[src/rtl/life_mem_sched.sv]
// Cell-memory arbiter (display over engine) and vsync-paced generation scheduler for the Life grid.
// Optional build macro LIFE_STEP_EN adds pause/step control of generation starts.
module life_mem_sched #(
    parameter logic [7:0] FRAMES_PER_GEN = 8'd30,
    parameter int         ADDR_W         = 13
) (
    input  logic              clk,
    input  logic              reset,
    input  logic              vsync,
`ifdef LIFE_STEP_EN
    input  logic              pause,
    input  logic              step,
`endif
    input  logic              disp_req,
    input  logic [ADDR_W-1:0] disp_addr,
    output logic              disp_valid,
    output logic              disp_rdata,
    input  logic              eng_req,
    input  logic              eng_we,
    input  logic [ADDR_W-1:0] eng_addr,
    input  logic              eng_wdata,
    output logic              eng_gnt,
    output logic              eng_rvalid,
    output logic              eng_rdata,
    output logic              gen_start,
    input  logic              gen_done,
    output logic              busy,
    output logic [ADDR_W-1:0] mem_addr,
    output logic              mem_we,
    output logic              mem_wdata,
    input  logic              mem_rdata
);

    typedef enum logic [0:0] {
        ST_IDLE = 1'b0,
        ST_RUN  = 1'b1
    } state_t;

    // A frame count limit of zero would never saturate, so it behaves as one.
    function automatic logic [7:0] sat_limit(input logic [7:0] fpg);
        if (fpg == 8'd0) begin
            return 8'd1;
        end else begin
            return fpg;
        end
    endfunction

    localparam logic [7:0] SAT_VAL = sat_limit(FRAMES_PER_GEN);

    state_t            state_q, state_d;
    logic [7:0]        cnt_q, cnt_d;
    logic              vsync_q, vsync_d;
    logic              gen_start_q, gen_start_d;
    logic              busy_q, busy_d;
    logic              disp_valid_q, disp_valid_d;
    logic              eng_rvalid_q, eng_rvalid_d;
    logic [ADDR_W-1:0] addr_q, addr_d;

    logic              eng_gnt_s;
    logic              mem_we_s;
    logic              mem_wdata_s;
    logic [ADDR_W-1:0] mem_addr_s;
    logic              frame_edge_s;
    logic [7:0]        cnt_inc_s;
    logic              start_s;
    logic              pause_s;
    logic              step_s;

`ifdef LIFE_STEP_EN
    assign pause_s = pause;
    assign step_s  = step;
`else
    assign pause_s = 1'b0;
    assign step_s  = 1'b0;
`endif

    // Fixed-priority port mux; an idle port keeps the last address on the RAM.
    always_comb begin
        eng_gnt_s   = 1'b0;
        mem_we_s    = 1'b0;
        mem_wdata_s = 1'b0;
        mem_addr_s  = addr_q;
        if (disp_req) begin
            mem_addr_s = disp_addr;
        end else if (eng_req) begin
            eng_gnt_s   = 1'b1;
            mem_addr_s  = eng_addr;
            mem_we_s    = eng_we;
            mem_wdata_s = eng_wdata;
        end else begin
            mem_addr_s = addr_q;
        end
        addr_d       = mem_addr_s;
        disp_valid_d = disp_req;
        eng_rvalid_d = eng_gnt_s & ~eng_we;
    end

    // Frame counting and the IDLE/RUN generation sequencer.
    always_comb begin
        vsync_d      = vsync;
        frame_edge_s = vsync_q & ~vsync;
        if (frame_edge_s && (cnt_q < SAT_VAL)) begin
            cnt_inc_s = cnt_q + 8'd1;
        end else begin
            cnt_inc_s = cnt_q;
        end
        if (pause_s) begin
            start_s = step_s;
        end else begin
            start_s = (cnt_q == SAT_VAL);
        end
        state_d     = state_q;
        cnt_d       = cnt_inc_s;
        gen_start_d = 1'b0;
        case (state_q)
            ST_IDLE: begin
                if (start_s) begin
                    // An edge landing on the start cycle counts toward the next generation.
                    gen_start_d = 1'b1;
                    cnt_d       = frame_edge_s ? 8'd1 : 8'd0;
                    state_d     = ST_RUN;
                end else begin
                    state_d = ST_IDLE;
                end
            end
            ST_RUN: begin
                if (gen_done) begin
                    state_d = ST_IDLE;
                end else begin
                    state_d = ST_RUN;
                end
            end
            default: begin
                state_d = ST_IDLE;
                cnt_d   = 8'd0;
            end
        endcase
        busy_d = (state_d == ST_RUN);
    end

    // State and output registers.
    always_ff @(posedge clk or posedge reset) begin
        if (reset) begin
            state_q      <= ST_IDLE;
            cnt_q        <= 8'd0;
            vsync_q      <= 1'b1;
            gen_start_q  <= 1'b0;
            busy_q       <= 1'b0;
            disp_valid_q <= 1'b0;
            eng_rvalid_q <= 1'b0;
            addr_q       <= '0;
        end else begin
            state_q      <= state_d;
            cnt_q        <= cnt_d;
            vsync_q      <= vsync_d;
            gen_start_q  <= gen_start_d;
            busy_q       <= busy_d;
            disp_valid_q <= disp_valid_d;
            eng_rvalid_q <= eng_rvalid_d;
            addr_q       <= addr_d;
        end
    end

    assign disp_valid = disp_valid_q;
    assign disp_rdata = disp_valid_q & mem_rdata;
    assign eng_rvalid = eng_rvalid_q;
    assign eng_rdata  = eng_rvalid_q & mem_rdata;
    assign eng_gnt    = eng_gnt_s;
    assign gen_start  = gen_start_q;
    assign busy       = busy_q;
    assign mem_addr   = mem_addr_s;
    assign mem_we     = mem_we_s;
    assign mem_wdata  = mem_wdata_s;

endmodule

[config.mk]
export PLATFORM = sky130hd
export DESIGN_NAME = life_mem_sched
export DESIGN_NICKNAME = d
export VERILOG_FILES = /design/src/rtl/life_mem_sched.sv
export SDC_FILE = /design/constraint.sdc
export NUM_CORES = 1
export LEC_CHECK = 0
export ABC_AREA = 1
export BUFFER_PORTS_ARGS = -buffer_cell sky130_fd_sc_hd__buf_2
export CORE_MARGIN = 5
export CORE_UTILIZATION = 46
export DETAILED_ROUTE_END_ITERATION = 8
export PLACE_DENSITY = 0.79
export REMOVE_ABC_BUFFERS = 1
export SLEW_MARGIN = 20
export SYNTH_ARGS = -nofsm -noshare
export SYNTH_HDL_FRONTEND = slang
export SYNTH_SLANG_ARGS = --single-unit
[constraint.sdc]
create_clock -name clk -period 1.6 [get_ports clk]
set_input_delay 0.48 -clock clk [delete_from_list [all_inputs] [get_ports clk]]
set_output_delay 0.48 -clock clk [all_outputs]
set_load 0.05 [all_outputs]
; Word level (Yosys, flattened, before mapping)
; Cells that the tools add are included.
[op_classes]
n_eq_ne = 1
bitwise_logic = 7
n_reduce_logical = 1
magnitude_cmp = 1
addsub = 1
n_mux = 16
[ops]
columns = operator, n
row1 = $mux W13, 2
row2 = $mux W8, 3
row3 = $mux W1, 10
row4 = $add A8 B1 Y8 const B, 1
row5 = $eq A8 B5 Y1 const B, 1
row6 = $lt A8 B5 Y1 const B, 1
row7 = $and A1 B1 Y1, 4
row8 = $not A1 Y1, 3
row9 = $pmux W1 S2, 1
row10 = $logic_and A1 B1 Y1, 1
[totals]
ff_bits = 26
elab_cells = 34
inputBits = 35

; Longest topological paths before layout
[logic_depth]
depth_word = 6
depth_mapped = 9

; Least setup slack after synthesis
; No wires, ideal clock.
[synth_path]
path_kind = input to output
startpoint = input port eng_req
endpoint = output port mem_addr[10]
slack_ps = -639
arrival_ps = 1759
n_path_buf = 2
path_stages = 5
path_cell_list = clkbuf_2 -> inv_1 -> buf_4 -> nand2_1 -> a21oi_1
[synth_via]
elab_chain_cells = 2
[synth_lines]
columns = element, line_no
row1 = "start, declared", 18  ; input logic eng_req,
row2 = $mux W13, 85  ; end else if (eng_req) begin
row3 = $mux W13, 83  ; if (disp_req) begin
row4 = "end, declared", 28  ; output logic [ADDR_W-1:0] mem_addr,
; No other way between the ends.

; Final worst setup path
[layout_path]
startpoint = input port eng_req
endpoint = output port mem_addr[5]
; Same word-level chain as after synthesis.

==> impl_summary.md <==
Run status
The flow ran to the end, but the final reports show violations. The final reports fail on negative setup slack.

Pwr
Net switching is 38.1% of the power. In this run the power density over the cells is 960 mW/mm^2. Of the total power, combinational logic draws 40.7%. Summing internal, switching and leakage power gives 2200 uW.

The sequential power share is 38.4%. The internal power of the cells totals 1360 uW. The worst-case IR drop observed on VDD is 1.07 mV. The clock share of power is 20.9%.

The analysis attributes to net switching a power of 841 uW. The leakage power is 0.00119 uW.

Floorplan
The starting density of the core is 47.3%. In this run the core area contains 19 standard-cell rows. The area of the core is 0.00273 mm^2. The floorplan die width is 63.0 um. Pin placement for this block handled 57 I/O pins.

The die outline area is 0.00397 mm^2. The die is 63.0 um tall.

Final layout
Summing all multi-input logic gate instances after layout gives 716 um^2. The non-filler instance count after layout is 280. The number of inserted diodes is 0. The net count of the finished layout is 287. The leading cell type in the layout, fill and taps excluded is sky130_fd_sc_hd__buf_2. The count of filler cells inserted in the layout is 143. The fraction of final layout cells sized beyond drive strength 1 is 59.8%. The final standard cell area without fillers is 0.00230 mm^2.

In the layout the commonest cells are sky130_fd_sc_hd__buf_2 (38), sky130_fd_sc_hd__buf_4 (31), sky130_fd_sc_hd__dfrtp_1 (25). The area growth from synthesis to layout is 77.5%. The area used by sequential logic in the layout is 652 um^2.

Timing
The maximum clock frequency is 0.590 GHz. Across all hold checks on the routed design, the worst slack comes to 0.175 ns. The number of hold-slack violations in the final timing report came to 0. Between clock sinks in the finished design, the worst skew comes to 0.00553 ns. Once routing completed, OpenROAD measured the worst setup slack at -0.0939 ns. Subtracting the final worst setup slack from the clock period gives 1.69 ns. Setup repair after global routing could not meet its margin everywhere.

Setup violations remaining at the end of the flow were counted as 14. The final critical path takes up 106% of the cycle. Headroom to the max-slew limit came out at 78.4%.

For the pin with the worst max-slew slack, the measured transition is 0.324 ns. The max-slew violation count is 0.

Drt
After detailed routing, the average wire length per cell comes to 18.8 um. The number of remaining DRC errors is 0. In this run the remaining antenna-violating nets after routing total 0.

The final routed wirelength across all metal layers is 5280 um. The detailed router placed 1507 vias in this run. The number of design-rule violations left by the first detailed-router iteration is 97. The mean number of vias per cell is 5.38. The first-pass iteration count of the detailed router is 4.

CTS
The cts-stage hold buffer count is 0. The clock tree from TritonCTS is done. In this run the number of H-tree levels came out at 1. The maximum clock path buffer count is 2. The cell sitting at the root of the clock tree is a sky130_fd_sc_hd__clkbuf_4.

TritonCTS created 3 clock buffers. The clock latency of the later-clocked register in the worst-skew pair is 0.34 ns. The number of sinks on the clock net is 26. The clock slew at the register clock pins of the worst setup and hold paths is 0.14 ns.

Logic synthesis
The share of the synthesized area in compound gates (AO/OA/AOI/OAI) is 12.7%. The post-synthesis instance area is 0.00129 mm^2. During synthesis, Yosys emitted a total of 0 warnings.

By area, the combinational part of the netlist is dominated by simple AND/OR/NAND/NOR gates. In this run, distinct cell masters in the synthesized netlist total 22. Of the post-synthesis cell area, the part taken by muxes is 0%. Synthesis handed over a netlist of 163 instances. The flop and latch count out of synthesis is 26. The per-instance average area after synthesis is 7.94 um^2.

The sequential cell area fraction in the yosys report is 50.4%. The post-synthesis share of cell area spent on full adders, half adders and majority gates is 1.93%. The synthesized netlist devotes 0% of its cell area to XOR and XNOR gates.

Of the total synthesized cell area, the portion taken by AND, OR, NAND and NOR gates is 24.7%.

Placement
Summing all placed instances gives a cell area of 0.00172 mm^2. The sum of net half-perimeters after detailed placement is 2400 um. The routability congestion estimate is 0.822. Timing analysis after detailed placement gives a worst setup slack of -0.246 ns.

In this run, placement finished with an instance count of 259. The count of buffers from port buffering is 56.

Worst setup path
Among all stages on the critical path, the largest delay is contributed by sky130_fd_sc_hd__a21oi_2. The cell family with the largest share of critical-path delay is buffers and inverters. The top fanout value on the critical path is 7. The critical path is of the input port to output port type. The endpoint kind of the worst setup timing path is an output port.

For this run, the slowest stage of the critical path takes 0.18 ns. The startpoint kind of the worst setup timing path is an input port. The critical path goes through buf_12 > clkinv_8 > clkbuf_16 > nand2_2 > a21oi_2 > buf_6. The number of buffers and inverters on the critical path is 4. STA puts the critical path data required time at 1.12 ns. STA puts the critical path data arrival time at 1.21 ns.

Global route
The initial antenna violation count is 0. The total overflow reported by the global router is 0. The first-pass GRT wire length is 6020 um. For this run, the total global-route usage over all layers was measured as 18.7%.

The maximum number of pins on one net before global-route repair is 27. The via count of the first global-routing pass is 1358.

Run
The number of violations of the max-capacitance limit is 0.

Worst hold path
The path class of the tightest hold or removal check is input port to asynchronous set/reset pin.
==> registers in the layout, indices dropped and copies added, names as in the netlist <==
signal and count:
addr_q 13, vsync_q 1, busy 1, disp_valid 1
gen_start 1, eng_rvalid 1, cnt_q 8
==> cell families after synthesis <==
logic type	after synthesis
adder cells (fa/ha/maj)	2
AO/OA/AOI/OAI	32
buffers and inverters	33
flip-flops	26
AND/OR/NAND/NOR	70
==> Yosys cell counts, drive strengths merged <==
library cell / n / area share, %
nand2: 34 / 10
a21oi: 29 / 12
dfrtp: 25 / 48
inv: 24 / 7.0
nor2: 24 / 8.1
buf: 5 / 2.1
nand3: 5 / 2.3
clkbuf: 4 / 1.3
nand4: 4 / 2.4
o21ai: 3 / 1.2
ha: 2 / 1.9
nor3: 2 / 0.77
dfstp: 1 / 2.0
nand3b: 1 / 0.58
==> tightest hold or removal path, stage by stage <==
cell and delay, ns:
sky130_fd_sc_hd__buf_2 0.10, sky130_fd_sc_hd__inv_1 0.05, sky130_fd_sc_hd__buf_4 0.31
==> layout make-up <==
cell class,instances,area share (%)
clock buffer,3,0.981
tap,31,1.69
timing repair buffer,91,31.9
multi-input combinational,104,31.2
sequential,26,28.4
inverter,24,4.58
clock inverter,1,1.31
==> layer usage <==
layer / wire (um) / track usage (%) / vias to the layer above
met3: 366 / 4.68 / 28
met1: 1750 / 22.5 / 712
met2: 2830 / 31.0 / 85
met4: 333 / 8.75 / 0
met5: 0 / 0 / -
li1: - / - / 682
==> path summary, 6_finish.rpt <==
kind	startpoint	endpoint	slack (ns)	cells after the start
max	eng_req	mem_addr[5]	-0.09	6
min	reset	cnt_q[7]$_DFF_PP0_	0.17	3
max reg2reg	cnt_q[0]$_DFF_PP0_	cnt_q[0]$_DFF_PP0_	0.12	9
min reg2reg	cnt_q[7]$_DFF_PP0_	cnt_q[7]$_DFF_PP0_	0.42	0
max in group asynchronous	reset	vsync_q$_DFF_PP1_	1.13	3
min in group clk	vsync	vsync_q$_DFF_PP1_	0.25	1
==> per-stage QoR <==
step | setup TNS [ns] | utilization, %
floorplan | -9.65 | -
global placement | -2.69 | 62.8
detailed placement | -2.94 | 62.8
CTS | -1.06 | 72.4
global route | -1.31 | 84.0
finish | -1.03 | 84.0
==> power groups by stage <==
| stage | clock network, uW | registers, uW | logic, uW |
|---|---|---|---|
| finish | 460 | 847 | 898 |
| global route | 490 | 858 | 965 |
| detailed placement | 0 | 840 | 636 |
| floorplan | 0 | 837 | 419 |
| global placement | 0 | 837 | 622 |
| CTS | 462 | 829 | 736 |
==> what timing repair did <==
| action | 4_1_cts | 5_1_grt |
|---|---|---|
| endpoints found under the setup margin | 16 | 15 |
| gates resized for setup | 47 | 57 |
| gates cloned | 0 | 2 |
| setup buffers | 8 | 7 |
| pin swaps | 8 | 12 |
(Power assumes the default switching activity.)
